===== config.mk =====
export PLATFORM = sky130hd
export DESIGN_NAME = adc_bus_responder
export DESIGN_NICKNAME = d
export VERILOG_FILES = /design/src/rtl/adc_bus_responder.sv
export SDC_FILE = /design/constraint.sdc
export NUM_CORES = 1
export LEC_CHECK = 0
export CAP_MARGIN = 0
export CORE_ASPECT_RATIO = 1.4
export CORE_UTILIZATION = 45
export CTS_CLUSTER_SIZE = 14
export DETAILED_ROUTE_END_ITERATION = 10
export PLACE_DENSITY = 0.74
export SKIP_LAST_GASP = 1
export SLEW_MARGIN = 20
export SYNTH_ARGS = -nofsm -noshare
export SYNTH_HDL_FRONTEND = slang
export SYNTH_SLANG_ARGS = --single-unit

===== constraint.sdc =====
create_clock -name Clk -period 1.8 [get_ports Clk]
set_input_delay 0.18 -clock Clk [delete_from_list [all_inputs] [get_ports Clk]]
set_output_delay 0.18 -clock Clk [all_outputs]
set_load 0.01 [all_outputs]

===== src/rtl/adc_bus_responder.sv =====
// adc_bus_responder: AD7822-style parallel ADC emulation (track/hold, conversion delay, EOC pulse, RD-gated bus).
// Define ADC_BUS_RESPONDER_SYNC_EN to pass CONVST/CS/RD through 2-flop synchronizers (+2 cycles on strobe latencies).
module adc_bus_responder #(
  parameter int DATA_W      = 8,
  parameter int CONV_CYCLES = 66,
  parameter int EOC_CYCLES  = 10,
  parameter int RD_ACCESS   = 2
) (
  input  logic              Clk,
  input  logic              adcRst,
  input  logic              CONVST,
  input  logic              CS,
  input  logic              RD,
  input  logic [DATA_W-1:0] sampleIn,
  output logic [DATA_W-1:0] D,
  output logic              dOe,
  output logic              EOC,
  output logic              busy,
  output logic              overrun
);

  localparam int MAX_CYCLES = (CONV_CYCLES > EOC_CYCLES) ? CONV_CYCLES : EOC_CYCLES;
  localparam int CNT_W      = (MAX_CYCLES > 1) ? $clog2(MAX_CYCLES) : 1;
  localparam int ACC_W      = (RD_ACCESS > 1) ? $clog2(RD_ACCESS) : 1;
  localparam logic [CNT_W-1:0] CONV_LOAD = CNT_W'(CONV_CYCLES - 1);
  localparam logic [CNT_W-1:0] EOC_LOAD  = CNT_W'(EOC_CYCLES - 1);
  localparam logic [ACC_W-1:0] ACC_LAST  = ACC_W'(RD_ACCESS - 1);

  typedef enum logic [1:0] {IDLE, CONVERT, EOC_PULSE, READY} stateT;

  stateT             state, stateNext;
  logic [CNT_W-1:0]  cnt, cntNext;
  logic [DATA_W-1:0] hold, holdNext;
  logic [DATA_W-1:0] result, resultNext;
  logic              eocNext, busyNext, overrunNext;
  logic              convstS, csS, rdS;
  logic              convstQ;
  logic              convFall, rdq, dOeRise;
  logic [ACC_W-1:0]  acc;

`ifdef ADC_BUS_RESPONDER_SYNC_EN
  logic [1:0] convstSync, csSync, rdSync;

  always_ff @(posedge Clk or negedge adcRst) begin
    if (!adcRst) begin
      convstSync <= 2'b11;
      csSync     <= 2'b11;
      rdSync     <= 2'b11;
    end else begin
      convstSync <= {convstSync[0], CONVST};
      csSync     <= {csSync[0], CS};
      rdSync     <= {rdSync[0], RD};
    end
  end

  assign convstS = convstSync[1];
  assign csS     = csSync[1];
  assign rdS     = rdSync[1];
`else
  assign convstS = CONVST;
  assign csS     = CS;
  assign rdS     = RD;
`endif

  assign convFall = convstQ & ~convstS;
  assign rdq      = ~csS & ~rdS;
  assign dOeRise  = rdq & ~dOe & (acc == ACC_LAST);

  always_ff @(posedge Clk or negedge adcRst) begin
    if (!adcRst) begin
      state   <= IDLE;
      cnt     <= '0;
      hold    <= '0;
      result  <= '0;
      EOC     <= 1'b1;
      busy    <= 1'b0;
      overrun <= 1'b0;
      convstQ <= 1'b1;
    end else begin
      state   <= stateNext;
      cnt     <= cntNext;
      hold    <= holdNext;
      result  <= resultNext;
      EOC     <= eocNext;
      busy    <= busyNext;
      overrun <= overrunNext;
      convstQ <= convstS;
    end
  end

  // A CONVST fall while a conversion or its EOC pulse is pending never restarts; it only flags overrun.
  always_comb begin
    stateNext   = state;
    cntNext     = cnt;
    holdNext    = hold;
    resultNext  = result;
    eocNext     = EOC;
    busyNext    = busy;
    overrunNext = overrun;
    if (dOeRise) overrunNext = 1'b0;
    case (state)
      IDLE, READY: begin
        if (convFall) begin
          holdNext  = sampleIn;
          cntNext   = CONV_LOAD;
          busyNext  = 1'b1;
          stateNext = CONVERT;
        end
      end
      CONVERT: begin
        if (convFall) overrunNext = 1'b1;
        if (cnt == '0) begin
          resultNext = hold;
          eocNext    = 1'b0;
          busyNext   = 1'b0;
          cntNext    = EOC_LOAD;
          stateNext  = EOC_PULSE;
        end else begin
          cntNext = cnt - CNT_W'(1);
        end
      end
      EOC_PULSE: begin
        if (convFall) overrunNext = 1'b1;
        if (cnt == '0) begin
          eocNext   = 1'b1;
          stateNext = READY;
        end else begin
          cntNext = cnt - CNT_W'(1);
        end
      end
      default: stateNext = IDLE;
    endcase
  end

  // Read path: bus drives the last completed result once the access delay has elapsed.
  always_ff @(posedge Clk or negedge adcRst) begin
    if (!adcRst) begin
      acc <= '0;
      dOe <= 1'b0;
      D   <= '0;
    end else if (rdq) begin
      if (dOe) begin
        D <= result;
      end else if (acc == ACC_LAST) begin
        dOe <= 1'b1;
        D   <= result;
      end else begin
        acc <= acc + ACC_W'(1);
      end
    end else begin
      acc <= '0;
      dOe <= 1'b0;
      D   <= '0;
    end
  end

endmodule


==> impl_metrics.xml <==
<?xml version="1.0" encoding="UTF-8"?>
<metrics>
  <group name="status">
    <metric name="run_status" unit="">complete, no violations</metric>
  </group>
  <group name="min_path">
    <metric name="hp-start" unit="">CONVST</metric>
    <metric name="min_to" unit="">convstQ</metric>
    <metric name="min_delay_path_depth" unit="">1</metric>
    <metric name="hold_path.class" unit="">in2reg</metric>
  </group>
  <group name="clock_network">
    <metric name="clock_sink_count" unit="">39</metric>
    <metric name="maximum_count_of_clock_buffers_along_a_single_path" unit="">2</metric>
    <metric name="cts_root_buffer" unit="">sky130_fd_sc_hd__clkbuf_8</metric>
    <metric name="cts_setup_buffers" unit="">0</metric>
    <metric name="cts_tree" unit="">built</metric>
    <metric name="clk_latency_worst_skew_pair" unit="ps">290</metric>
    <metric name="ctsHtreeMaxLevel" unit="">2</metric>
    <metric name="cts-buffers-inserted" unit="">5</metric>
    <metric name="clk_pin_slew" unit="ps">80</metric>
  </group>
  <group name="timing">
    <metric name="fin_crit_sh" unit="">0.982</metric>
    <metric name="fmax" unit="MHz">566</metric>
    <metric name="finalWorstPathRequiredPeriod" unit="ps">1770</metric>
    <metric name="timing.slew.headroom" unit="">0.549</metric>
    <metric name="actual_slew_at_the_worst_max_slew_pin" unit="ps">670</metric>
    <metric name="hold_viol" unit="">0</metric>
    <metric name="fin_worst_skew" unit="ps">7.40</metric>
    <metric name="fin_setup_tns" unit="ps">0</metric>
    <metric name="finalMaxSlewViolations" unit="">0</metric>
    <metric name="setup_violations" unit="">0</metric>
    <metric name="grt_setup_unrepaired" unit="">false</metric>
  </group>
  <group name="synthesis">
    <metric name="postSynthRegisterBits" unit="">39</metric>
    <metric name="synth_fa_ha_area_frac" unit="">0.0348</metric>
    <metric name="netlist_instances" unit="">154</metric>
    <metric name="synthesis.nets" unit="">172</metric>
    <metric name="synth_async_sr_flop_share" unit="">1.00</metric>
    <metric name="synth_area" unit="mm²">0.00180</metric>
    <metric name="avgSynthCellArea" unit="µm²">11.7</metric>
    <metric name="synth_top_family_by_area" unit="">compound AO/OA/AOI/OAI gates</metric>
    <metric name="synth_seq_area_share" unit="">0.545</metric>
    <metric name="ys_dominant_reg_cell" unit="">sky130_fd_sc_hd__dfrtp_1</metric>
    <metric name="synthDistinctLibCells" unit="">37</metric>
    <metric name="synth_edf_count" unit="">0</metric>
    <metric name="post_synth_and_or_nand_nor_area_fraction" unit="">0.118</metric>
    <metric name="synth_xor_xnor_area_share" unit="">0</metric>
    <metric name="synth_warnings" unit="">0</metric>
    <metric name="synth_compound_gate_area_share" unit="">0.159</metric>
    <metric name="synth.area.mux_share" unit="">0.117</metric>
  </group>
  <group name="setup_path">
    <metric name="regToRegEndpoint" unit="">cnt[3]</metric>
    <metric name="cp_max_fo" unit="">5</metric>
    <metric name="critical-path-top-delay-family" unit="">simple AND/OR/NAND/NOR gates</metric>
    <metric name="number_of_buffer_and_inverter_instances_along_the_worst_setup_path" unit="">1</metric>
    <metric name="crit_required" unit="ps">2020</metric>
    <metric name="setup.worst_path.start_class" unit="">flop</metric>
    <metric name="worst-endpoint-arrival" unit="ps">1990</metric>
    <metric name="critical_path.endpoint_type" unit="">flop</metric>
    <metric name="timing.critical_path.slowest_stage_cell" unit="">sky130_fd_sc_hd__nor4_1</metric>
    <metric name="critPathKind" unit="">reg2reg</metric>
    <metric name="crit_path_max_incr_delay" unit="ps">610</metric>
    <metric name="rr_startpoint" unit="">cnt[3]</metric>
    <metric name="r2r_slack" unit="ps">30</metric>
    <metric name="crit_path_cell_trace" unit="">buf_4 &gt; nor4_1 &gt; a31oi_1 &gt; a211o_2 &gt; nand3_1</metric>
    <metric name="r2r_cells" unit="">5</metric>
  </group>
  <group name="floorplanning">
    <metric name="core_area" unit="mm²">0.00374</metric>
    <metric name="design.die.area" unit="mm²">0.00425</metric>
    <metric name="i_o_pin_cnt" unit="">25</metric>
    <metric name="dieWidth" unit="µm">55.4</metric>
    <metric name="die_height" unit="µm">76.8</metric>
    <metric name="std_cell_rows" unit="">26</metric>
    <metric name="effective_utilization_at_floorplan" unit="">0.480</metric>
  </group>
  <group name="placed_design">
    <metric name="port_buffers" unit="">24</metric>
    <metric name="dpl.hpwl" unit="µm">2670</metric>
    <metric name="place_congestion" unit="">0.969</metric>
  </group>
  <group name="pwr">
    <metric name="final_power" unit="mW">3.60</metric>
    <metric name="p_per_area" unit="mW/mm²">1600</metric>
    <metric name="cellLeakagePower" unit="nW">0.995</metric>
    <metric name="peakVddDrop" unit="µV">1180</metric>
  </group>
  <group name="routing">
    <metric name="post_route_antenna_net_violation_count" unit="">0</metric>
    <metric name="detail_route.drc_violations" unit="">0</metric>
    <metric name="final_wl" unit="µm">3580</metric>
    <metric name="drt_first_pass_iters" unit="">4</metric>
    <metric name="wire_per_inst" unit="µm">15.5</metric>
    <metric name="avgViaCountPerCell" unit="">5.60</metric>
    <metric name="detailroute.via_count" unit="">1288</metric>
    <metric name="drt_iter0_markers" unit="">43</metric>
  </group>
  <group name="final_layout">
    <metric name="layout-area-overhead-vs-synth" unit="%">25.1</metric>
    <metric name="nets" unit="">205</metric>
    <metric name="antenna_cells" unit="">0</metric>
    <metric name="drive_above_1_share" unit="">0.245</metric>
    <metric name="fill_cells" unit="">302</metric>
  </group>
  <group name="grt">
    <metric name="vias_in_the_first_global_route" unit="">1290</metric>
    <metric name="grt_max_degree" unit="">28</metric>
    <metric name="grt_first_pass_wirelength" unit="µm">6180</metric>
    <metric name="grt_antenna_before_repair" unit="">0</metric>
    <metric name="globalRouteOverflowTotal" unit="">0</metric>
    <metric name="track_usage" unit="">0.189</metric>
  </group>
  <group name="flow_run">
    <metric name="maxCapViolations" unit="">0</metric>
  </group>
</metrics>
routing by layer:
layer / up-vias / track usage / part of all wire
met5: - / 0 / 0
met1: 625 / 0.213 / 0.39
met2: 43 / 0.336 / 0.55
li1: 613 / - / -
met4: 0 / 0.0725 / 0.016
met3: 7 / 0.0489 / 0.044
cells in the mapped netlist (all sizes together), types with 2 or more instances:
cell,count,area (µm²)
dfrtp,37,926
o21ai,17,88.8
mux2,16,210
a21oi,14,70.1
nand2,12,61.3
inv,7,26.3
nor2,7,42.5
clkbuf,6,22.5
ha,5,62.6
o31ai,3,22.5
a22o,2,20.0
dfstp,2,52.6
nand3,2,10.0
nor2b,2,12.5
nor3b,2,15.0
nor4,2,12.5
o22a,2,17.5
sequential cells by signal, summed over array words and instances (netlist names):
name / flops
overrun: 1
convstQ: 1
D: 8
busy: 1
acc: 1
dOe: 1
result: 8
hold: 8
EOC: 1
cnt: 7
state: 2
cell usage in the layout (no fill, tap or decap), types with 2 or more instances in the layout:
master,count
sky130_fd_sc_hd__a22o_2,2
sky130_fd_sc_hd__o31ai_1,3
sky130_fd_sc_hd__mux2_2,8
sky130_fd_sc_hd__buf_4,7
sky130_fd_sc_hd__mux2_4,8
sky130_fd_sc_hd__nand3_1,2
sky130_fd_sc_hd__clkdlybuf4s50_1,23
sky130_fd_sc_hd__o21ai_0,16
sky130_fd_sc_hd__nor2b_1,2
sky130_fd_sc_hd__inv_1,7
sky130_fd_sc_hd__clkbuf_8,5
sky130_fd_sc_hd__o22a_1,2
sky130_fd_sc_hd__dfstp_2,2
sky130_fd_sc_hd__dfrtp_1,37
sky130_fd_sc_hd__nand2_1,11
sky130_fd_sc_hd__nor2_1,6
sky130_fd_sc_hd__ha_1,4
sky130_fd_sc_hd__a21oi_1,14
sky130_fd_sc_hd__nor3b_1,2
stage by stage:
| stage | std cells | setup WS, ps | hold WS, ps | util | instance area, µm² |
|---|---|---|---|---|---|
| 6_report | 230 | 32.1 | 334 | 0.601 | 2250 |
| 5_1_grt | 230 | 1.49 | 325 | 0.601 | 2250 |
| 4_1_cts | 230 | 65.5 | 325 | 0.599 | 2240 |
| 3_5_place_dp | 221 | 9.80 | 204 | 0.565 | 2110 |
| 3_3_place_gp | 221 | 99.0 | 194 | 0.565 | 2110 |
| 2_1_floorplan | 154 | 127 | -116 | - | 1800 |
area by class of cell:
type | instances | area [µm²] | area share
Tap cell | 42 | 52.6 | 0.0234
Sequential cell | 39 | 978 | 0.435
Timing Repair Buffer | 32 | 298 | 0.132
Inverter | 7 | 26.3 | 0.0117
Multi-Input combinational cell | 102 | 781 | 0.347
Clock buffer | 5 | 68.8 | 0.0306
Clock inverter | 3 | 43.8 | 0.0195
power breakdown:
group | switching (mW) | total [mW] | leakage, nW | internal [mW]
logic | 0.759 | 1.52 | 0.450 | 0.759
registers | 0.182 | 1.36 | 0.487 | 1.17
clock network | 0.315 | 0.727 | 0.0581 | 0.413
total | 1.26 | 3.60 | 0.995 | 2.34
kinds of logic (layout without fill, tap and decap cells):
| logic type | count (synthesis) | in the layout |
|---|---|---|
| adder cells (fa/ha/maj) | 5 | 5 |
| flip-flops | 39 | 39 |
| multiplexers | 16 | 16 |
| AND/OR/NAND/NOR | 35 | 35 |
| AO/OA/AOI/OAI | 46 | 46 |
| buffers and inverters | 13 | 47 |
how the worst max path moves through the flow:
stage / slack (ps) / cells past startpoint / to / from
floorplan: 130 / 4 / result[0] / cnt[3]
global placement: 100 / 6 / result[2] / cnt[0]
detailed placement: 10 / 6 / result[4] / cnt[0]
CTS: 70 / 6 / result[4] / cnt[0]
global route: 1 / 5 / cnt[3] / cnt[3]
finish: 30 / 5 / cnt[3] / cnt[3]
timing repair:
action / CTS / global route
setup endpoints to repair: 8 / 3
hold endpoints to repair: 24 / 0
hold buffers: 1 / 0
cloned: 0 / 0
gates resized for setup: 1 / 2
(Power assumes the default switching activity.)
